[src/rtl/coproc_pkg.sv]
// Shared encodings for the zoom controller and the scaling datapath.
package coproc_pkg;

  typedef enum logic [2:0] {
    OP_NOP       = 3'd0,
    OP_NN_IN     = 3'd1,
    OP_PR_IN     = 3'd2,
    OP_DC_OUT    = 3'd3,
    OP_BA_OUT    = 3'd4,
    OP_RESET_IMG = 3'd5,
    OP_ILL6      = 3'd6,
    OP_ILL7      = 3'd7
  } opcode_e;

  typedef enum logic [1:0] {
    ALG_NN = 2'd0,
    ALG_PR = 2'd1,
    ALG_DC = 2'd2,
    ALG_BA = 2'd3
  } algo_e;

  typedef enum logic [1:0] {
    IMG_160X120 = 2'd0,
    IMG_320X240 = 2'd1,
    IMG_80X60   = 2'd2,
    IMG_RSVD    = 2'd3
  } img_e;

  typedef enum logic [2:0] {
    S_IDLE    = 3'd0,
    S_RUN     = 3'd1,
    S_RELEASE = 3'd2,
    S_COMMIT  = 3'd3,
    S_ERROR   = 3'd4
  } state_e;

  localparam int unsigned TIMEOUT_W = 20;

  function automatic logic is_zoom(input opcode_e op);
    return (op == OP_NN_IN) || (op == OP_PR_IN) || (op == OP_DC_OUT) || (op == OP_BA_OUT);
  endfunction

endpackage

[src/rtl/zoom_target_lut.sv]
// Combinational lookup: target size, algorithm and legality for a command.
module zoom_target_lut
  import coproc_pkg::*;
(
  input  opcode_e opcode,
  input  img_e    image_state,
  output img_e    target,
  output algo_e   algorithm,
  output logic    legal
);

  // Map opcode and current size to the next size; impossible steps are illegal
  always_comb begin
    target    = image_state;
    algorithm = ALG_NN;
    legal     = 1'b0;
    case (opcode)
      OP_NOP: legal = 1'b1;
      OP_NN_IN, OP_PR_IN: begin
        if (opcode == OP_PR_IN) algorithm = ALG_PR;
        case (image_state)
          IMG_160X120: begin target = IMG_320X240; legal = 1'b1; end
          IMG_80X60:   begin target = IMG_160X120; legal = 1'b1; end
          default: ;
        endcase
      end
      OP_DC_OUT, OP_BA_OUT: begin
        algorithm = (opcode == OP_BA_OUT) ? ALG_BA : ALG_DC;
        case (image_state)
          IMG_160X120: begin target = IMG_80X60;   legal = 1'b1; end
          IMG_320X240: begin target = IMG_160X120; legal = 1'b1; end
          default: ;
        endcase
      end
      OP_RESET_IMG: begin
        target = IMG_160X120;
        legal  = 1'b1;
      end
      default: ;
    endcase
  end

endmodule

[src/rtl/zoom_controller.sv]
// Zoom command sequencer: runs the scaling datapath and commits the new size.
module zoom_controller
  import coproc_pkg::*;
#(
  parameter int unsigned TIMEOUT_CYCLES = 1048575
) (
  input  logic       CLK,
  input  logic       RESET_N,
  input  logic       CMD_VALID,
  input  logic [2:0] CMD_OPCODE,
  output logic       CMD_READY,
  output logic       DP_ENABLE,
  output logic [1:0] DP_ALGORITHM,
  output logic [1:0] DP_IMAGE_STATE,
  input  logic       DP_DONE,
  output logic [1:0] IMAGE_STATE,
  output logic       BUF_SEL,
  output logic       BUSY,
  output logic       DONE,
  output logic       ERROR
);

  localparam logic [TIMEOUT_W-1:0] CNT_LAST = TIMEOUT_W'(TIMEOUT_CYCLES - 1);

  state_e               state_q, state_d;
  algo_e                alg_q, alg_d;
  img_e                 dp_img_q, dp_img_d;
  img_e                 img_q, img_d;
  img_e                 pend_img_q, pend_img_d;
  logic                 pend_load_q, pend_load_d;
  logic                 pend_tog_q, pend_tog_d;
  logic                 buf_q, buf_d;
  logic                 err_q, err_d;
  logic [TIMEOUT_W-1:0] cnt_q, cnt_d;

  img_e  lut_target;
  algo_e lut_alg;
  logic  lut_legal;
  opcode_e cmd_op;

  assign cmd_op = opcode_e'(CMD_OPCODE);

  zoom_target_lut u_lut (
    .opcode      (cmd_op),
    .image_state (img_q),
    .target      (lut_target),
    .algorithm   (lut_alg),
    .legal       (lut_legal)
  );

  // Next-state and register updates; commit effects are staged at acceptance
  // and applied in S_COMMIT so NOP, RESET_IMG and zooms share one exit path
  always_comb begin
    state_d     = state_q;
    alg_d       = alg_q;
    dp_img_d    = dp_img_q;
    img_d       = img_q;
    pend_img_d  = pend_img_q;
    pend_load_d = pend_load_q;
    pend_tog_d  = pend_tog_q;
    buf_d       = buf_q;
    err_d       = err_q;
    cnt_d       = cnt_q;
    case (state_q)
      S_IDLE: begin
        if (CMD_VALID) begin
          err_d = 1'b0;
          cnt_d = '0;
          if (!lut_legal) begin
            state_d = S_ERROR;
          end else if (is_zoom(cmd_op)) begin
            alg_d       = lut_alg;
            dp_img_d    = lut_target;
            pend_img_d  = lut_target;
            pend_load_d = 1'b1;
            pend_tog_d  = 1'b1;
            state_d     = S_RUN;
          end else begin
            pend_img_d  = lut_target;
            pend_load_d = (cmd_op == OP_RESET_IMG);
            pend_tog_d  = 1'b0;
            state_d     = S_COMMIT;
          end
        end
      end
      S_RUN: begin
        if (cnt_q != '1) cnt_d = cnt_q + 1'b1;
        if (DP_DONE) state_d = S_RELEASE;
        else if (cnt_q == CNT_LAST) state_d = S_ERROR;
      end
      S_RELEASE: begin
        if (!DP_DONE) state_d = S_COMMIT;
      end
      S_COMMIT: begin
        if (pend_load_q) img_d = pend_img_q;
        if (pend_tog_q) buf_d = ~buf_q;
        state_d = S_IDLE;
      end
      S_ERROR: begin
        err_d   = 1'b1;
        state_d = S_IDLE;
      end
      default: state_d = S_IDLE;
    endcase
  end

  // State and datapath registers with synchronous active-low reset
  always_ff @(posedge CLK) begin
    if (!RESET_N) begin
      state_q     <= S_IDLE;
      alg_q       <= ALG_NN;
      dp_img_q    <= IMG_160X120;
      img_q       <= IMG_160X120;
      pend_img_q  <= IMG_160X120;
      pend_load_q <= 1'b0;
      pend_tog_q  <= 1'b0;
      buf_q       <= 1'b0;
      err_q       <= 1'b0;
      cnt_q       <= '0;
    end else begin
      state_q     <= state_d;
      alg_q       <= alg_d;
      dp_img_q    <= dp_img_d;
      img_q       <= img_d;
      pend_img_q  <= pend_img_d;
      pend_load_q <= pend_load_d;
      pend_tog_q  <= pend_tog_d;
      buf_q       <= buf_d;
      err_q       <= err_d;
      cnt_q       <= cnt_d;
    end
  end

  assign CMD_READY      = (state_q == S_IDLE);
  assign BUSY           = (state_q != S_IDLE);
  assign DP_ENABLE      = (state_q == S_RUN);
  assign DONE           = (state_q == S_COMMIT) || (state_q == S_ERROR);
  assign DP_ALGORITHM   = alg_q;
  assign DP_IMAGE_STATE = dp_img_q;
  assign IMAGE_STATE    = img_q;
  assign BUF_SEL        = buf_q;
  assign ERROR          = err_q;

endmodule

[config.mk]
export PLATFORM = sky130hd
export DESIGN_NAME = zoom_controller
export DESIGN_NICKNAME = d
export VERILOG_FILES = /design/src/rtl/coproc_pkg.sv /design/src/rtl/zoom_target_lut.sv /design/src/rtl/zoom_controller.sv
export SDC_FILE = /design/constraint.sdc
export NUM_CORES = 1
export LEC_CHECK = 0
export CORE_MARGIN = 2
export CORE_UTILIZATION = 37
export CTS_CLUSTER_DIAMETER = 60
export DETAILED_ROUTE_END_ITERATION = 8
export HOLD_SLACK_MARGIN = 0.15
export PLACE_DENSITY = 0.62
export SLEW_MARGIN = 20
export SYNTH_ARGS = -nofsm -noshare
export SYNTH_HDL_FRONTEND = slang
export SYNTH_SLANG_ARGS = --single-unit
[constraint.sdc]
create_clock -name CLK -period 3.4 [get_ports CLK]
set_clock_uncertainty 0.15 [all_clocks]
set_input_delay 0.68 -clock CLK [delete_from_list [all_inputs] [get_ports CLK]]
set_output_delay 0.68 -clock CLK [all_outputs]
set_load 0.02 [all_outputs]
* After elaboration in Yosys (flattened, before gate mapping)
Index checks and enable logic that the tools add are counted.
** Word-level totals
- Bits in registers :: 35
- Latch bits :: 0
- Bits in writable memories :: 0
- Memory bits (read-only) :: 0
- Input bits :: 7
- Output and inout port bits :: 12
- Word-level logic and storage cells :: 74
- Memories kept :: 0
** Operators by class
- Add/sub/neg operators :: 1
- $mul :: 0
- Div/mod/pow operators :: 0
- $lt $le $gt $ge :: 0
- Equal/unequal tests :: 17
- Shift-type cells :: 0
- Mux-type cells :: 23
- Bitwise gates (word level) :: 1
- Reductions and logical operators :: 22
** Operator list (number)
- two-way mux 20 bit :: 2
- one-hot mux 20 bit (2 select lines) :: 1
- adder 20 x 1 -> 20 bit, second input constant :: 1
- equality test 20 bit, second input constant :: 1
- != test 20 bit, second input constant :: 1
- two-way mux 3 bit :: 5
- equality test 3 x 2 -> 1 bit, second input constant :: 4
- one-hot mux 2 bit (2 select lines) :: 3
- OR reduction 2 bit :: 5
- equality test 3 bit, second input constant :: 3
- one-hot mux 3 bit (3 select lines) :: 1
- AND reduction 3 bit :: 3
- two-way mux 1 bit :: 7
- equality test 3 x 1 -> 1 bit, second input constant :: 2
- zero test 3 bit :: 2
- one-hot mux 2 bit (3 select lines) :: 1
- AND reduction 2 bit :: 3
- logical OR 1 bit :: 4
- != test 2 bit, second input constant :: 2
- AND reduction 4 bit :: 1
- nonzero test 2 bit :: 2
- != test 3 x 1 -> 1 bit, second input constant :: 1
- one-hot mux 1 bit (3 select lines) :: 1
- nonzero test 3 bit :: 1
- other kinds (7) :: 7

* Longest topological paths before layout
- Word-level depth :: 8
- Mapped depth :: 7
- Gate-level depth less buffers :: 6

* Modules after synthesis
From an unflattened synthesis, not the netlist that was laid out.
** Unflattened totals
- Cell total of the unflattened synthesis :: 243
- Area, all modules :: 2011.9 sq um
** Modules (own cells, without submodules)
- zoom_controller :: instances 1, cells each 217, area each 1829.3 sq um, sequential area each 700.7 sq um
- zoom_target_lut :: instances 1, cells each 26, area each 182.7 sq um, sequential area each 0.0 sq um

* Least setup slack after synthesis
No wires, ideal clock.
- Kind :: input port to flip-flop
- Start :: input CMD_VALID
- End :: register cnt_q[17]
- Setup time :: 71 ps
- Arrival :: 2087 ps
- Required time :: 3179 ps
- Setup slack :: 1091 ps
- Stages :: 5
- Path buffers :: 0
- Cell sequence :: or4b_4 > a21oi_4 > o2111ai_4 > or4_1 > a21oi_1
** On the way
- Cells in the longest elaborated chain, start to end :: 2
** Ends and longest elaborated chain
- start: declaration :: line zoom_controller.sv:9 : input logic CMD_VALID,
- != test 2 bit (no source line)
- AND reduction 3 bit (no source line)
- end signal: assignment :: line zoom_controller.sv:130 : cnt_q <= cnt_d;
- end: declaration :: line zoom_controller.sv:34 : logic [TIMEOUT_W-1:0] cnt_q, cnt_d;
No other way between the ends.
A chain may end at the register's enable or synchronous reset.

* Worst setup path after layout
- Start :: register state_q[0]
- End :: output DP_ENABLE
** On the way
- Cells in the longest elaborated chain, start to end :: 1
** Ends and longest elaborated chain
- start: declaration :: line zoom_controller.sv:25 : state_e state_q, state_d;
- start signal: assignment :: line zoom_controller.sv:121 : state_q <= state_d;
- equality test 3 x 1 -> 1 bit :: line zoom_controller.sv:136 : assign DP_ENABLE = (state_q == S_RUN);
- end: declaration :: line zoom_controller.sv:12 : output logic DP_ENABLE,
No other way between the ends.

==> flow_metrics.py <==
metrics = {
    "run_status": {
        "outcome": "finished, final reports clean",
    },
    "job": {
        "cap_violations": 0,
    },
    "floorplan": {
        "fp-row-count": 26,
        "ios": 19,
        "start_util_pct": 38.0,
        "die_h_um": 76.2,
        "die-area_um2": 5800,
        "die_x_um": 76.2,
        "core_um2": 5070,
    },
    "yosys": {
        "synth_compound_area_share_pct": 17.8,
        "synth_mux_area_share_pct": 4.22,
        "yosys.area_share.simple_pct": 30.6,
        "synth_top_family_by_area": "simple AND/OR/NAND/NOR gates",
        "synth_ff_type": "dfxtp_1",
        "synth_area_leaders": "dfxtp_1, xor2_1, nor2_1, a21oi_1, nand2_1",
        "synthDominantCellAreaShare_pct": 36.3,
        "ys_types": 48,
        "synth_async_sr_flop_share_pct": 0,
        "synth_top_area_cell": "dfxtp_1",
        "synth_fa_ha_area_share_pct": 1.30,
        "synth_area_um2": 1930,
        "yosys_warnings": 0,
        "synth_edf_count": 0,
        "syn_inst": 232,
        "synth_xor_area_share_pct": 5.91,
        "ys_seq_area_share_pct": 36.3,
        "syn_area_per_cell_um2": 8.31,
        "synth_fp_nets": 241,
        "synth-seq-cells": 35,
    },
    "placed_design": {
        "io_buffers": 18,
        "hpwl_um": 3020,
        "gp_congestion": 0.798,
        "place_inst": 314,
    },
    "sta": {
        "slew_violations": 0,
        "setup_tns_ns": 0,
        "tightest_slew_ns": 0.751,
        "fmaxAchievable_mhz": 344,
        "maxSlewHeadroom_pct": 49.5,
        "hold_viol": 0,
        "min_period_over_period_pct": 85.5,
        "min_period_ns": 2.91,
        "rsz0062_at_grt": "false",
        "finalSetupViolations": 0,
    },
    "clock_tree": {
        "clkTransAtPathRegs_ns": 0.07,
        "htree_levels": 2,
        "insertion_delay_ns": 0.29,
        "cts_hold_buf": 0,
        "postCtsSetupBuffers": 0,
        "tritoncts": "done",
        "clock-sinks": 35,
        "cts-root-buf": "clkbuf_8",
        "cts_buffers": 5,
        "cts.path.max_buffers": 2,
        "post_cts_resized": 0,
    },
    "critical_path": {
        "crit_path_top_delay_cell": "clkdlybuf4s50_1",
        "required_ns": 2.57,
        "startpoint_type": "flip-flop",
        "cp-end-kind": "output port",
        "critPathMaxStageDelay_ns": 0.60,
        "crit_arrival_ns": 2.08,
        "worstSetupPathType": "reg -> out",
        "crit_family": "buffers and inverters",
        "path_buf_inv": 2,
        "path_cells": "or3b_1 > clkinv_1 > clkdlybuf4s50_1",
        "worstPathMaxFanout": 12,
    },
    "routing": {
        "post_drt_wl_per_cell_um": 13.2,
        "vias": 1732,
        "initialDrtViolationCount": 127,
        "drc": 0,
        "first_pass_iters": 4,
        "via_per_inst": 5.38,
        "wl_um": 4250,
        "final_antenna_net_count": 0,
    },
    "global_route": {
        "grt_util_all_layers_pct": 15.8,
        "antenna_found_initial": 0,
        "grt_start_max_net_pins": 17,
        "grt_pass1_vias": 1573,
        "grt-ovfl-total": 0,
        "grt_pass1_wl_um": 7410,
    },
    "final_layout": {
        "area_growth_pct": 19.0,
        "fill_cells": 519,
        "diodes": 0,
        "layout.cells.non_filler": 322,
        "final_nets": 260,
        "final_core_util_pct": 45.2,
        "drive_gt1_share_pct": 7.54,
    },
    "power": {
        "total_power_uw": 993,
        "leakage_uw": 0.000784,
        "pwr_density_cell_nw_per_um2": 433,
        "ir_worst_vdd_uv": 161,
    },
    "worst_hold_path": {
        "holdCritPathClass": "reg -> reg",
    },
}
-- cells by family (layout without fill, tap and decap cells) --
group / Yosys count / after routing
AND/OR/NAND/NOR: 108 / 108
adder cells (fa/ha/maj): 2 / 2
buffers and inverters: 17 / 37
AO/OA/AOI/OAI: 49 / 49
XOR/XNOR: 13 / 13
flip-flops: 35 / 35
multiplexers: 8 / 8
-- stage by stage --
stage | hold slack [ns] | setup slack [ns] | cell area (µm²)
5_1_grt | 0.363 | 0.409 | 2290
6_report | 0.333 | 0.492 | 2290
2_1_floorplan | 0.306 | 1.09 | 1930
3_3_place_gp | 0.318 | 0.421 | 2180
4_1_cts | 0.337 | 0.478 | 2290
3_5_place_dp | 0.322 | 0.400 | 2180
-- report_power, final --
group | internal, µW | switching [µW]
Sequential | 423 | 19.2
Clock | 218 | 165
Combinational | 75.6 | 91.5
-- per-layer routing --
| metal | GRT usage [%] | up-vias | share of wire [%] |
|---|---|---|---|
| li1 | - | 891 | - |
| met1 | 20.6 | 809 | 48 |
| met2 | 24.9 | 27 | 46 |
| met3 | 3.55 | 5 | 4.0 |
| met4 | 6.91 | 0 | 1.5 |
| met5 | 0 | - | 0 |
-- path summary, 6_finish.rpt --
path / from / end / slack [ns] / cells after the start
worst min register to register: DP_ALGORITHM[1]$_SDFFE_PN0P_ / DP_ALGORITHM[1]$_SDFFE_PN0P_ / 0.33 / 2
worst max-delay path: state_q[0]$_SDFFE_PN0P_ / DP_ENABLE / 0.49 / 3
worst max register to register: state_q[0]$_SDFFE_PN0P_ / cnt_q[17]$_SDFFE_PN0P_ / 1.09 / 5
worst min-delay path: DP_ALGORITHM[1]$_SDFFE_PN0P_ / DP_ALGORITHM[1]$_SDFFE_PN0P_ / 0.33 / 2
-- sequential cells by signal, summed over array words and instances, names as in the netlist --
name and count:
DP_IMAGE_STATE 2, pend_tog_q 1, IMAGE_STATE 2, ERROR 1, BUF_SEL 1, pend_img_q 2, cnt_q 20, state_q 3
DP_ALGORITHM 2, pend_load_q 1
-- cells in the mapped netlist (all sizes together), types with 2 or more instances --
library cell  number
o21ai             11
o41ai              3
or4                3
o31ai              2
o211ai             5
nand3             13
clkbuf             5
nor2              25
nand2b             3
or3                7
a21oi             17
and3               3
and2               3
o21bai             2
ha                 2
or4b               2
inv                5
o21a               2
nand2             19
and4               4
o2111ai            2
mux2i              7
dfxtp             35
xor2              12
nor2b              4
nand4             10
nor3               5
buf                6
-- cell type report --
cell class                 instances  area (µm²)  area share, %
tap                               70        87.6           3.82
clock inverter                     3        43.8           1.91
timing repair buffer              23         218           9.49
inverter                           6        22.5          0.981
sequential                        35         701           30.5
multi-input combinational        180        1150           50.3
clock buffer                       5        68.8           3.00
-- worst min-delay path: cells and delay by family (launching register included) --
family | cells | cell delay, ns
AOI/OAI and AO/OA | 2 | 0.13
DFF | 1 | 0.31
-- placed cells by master (no fill, tap or decap), types with 10 or more instances in the layout --
cell type         n
nand2_1          19
nand4_1          10
nor2_1           25
o21ai_0          11
a21oi_1          16
dfxtp_1          35
nand3_1          13
xor2_1           12
clkdlybuf4s50_1  18
Power figures use the tool's default switching activity.
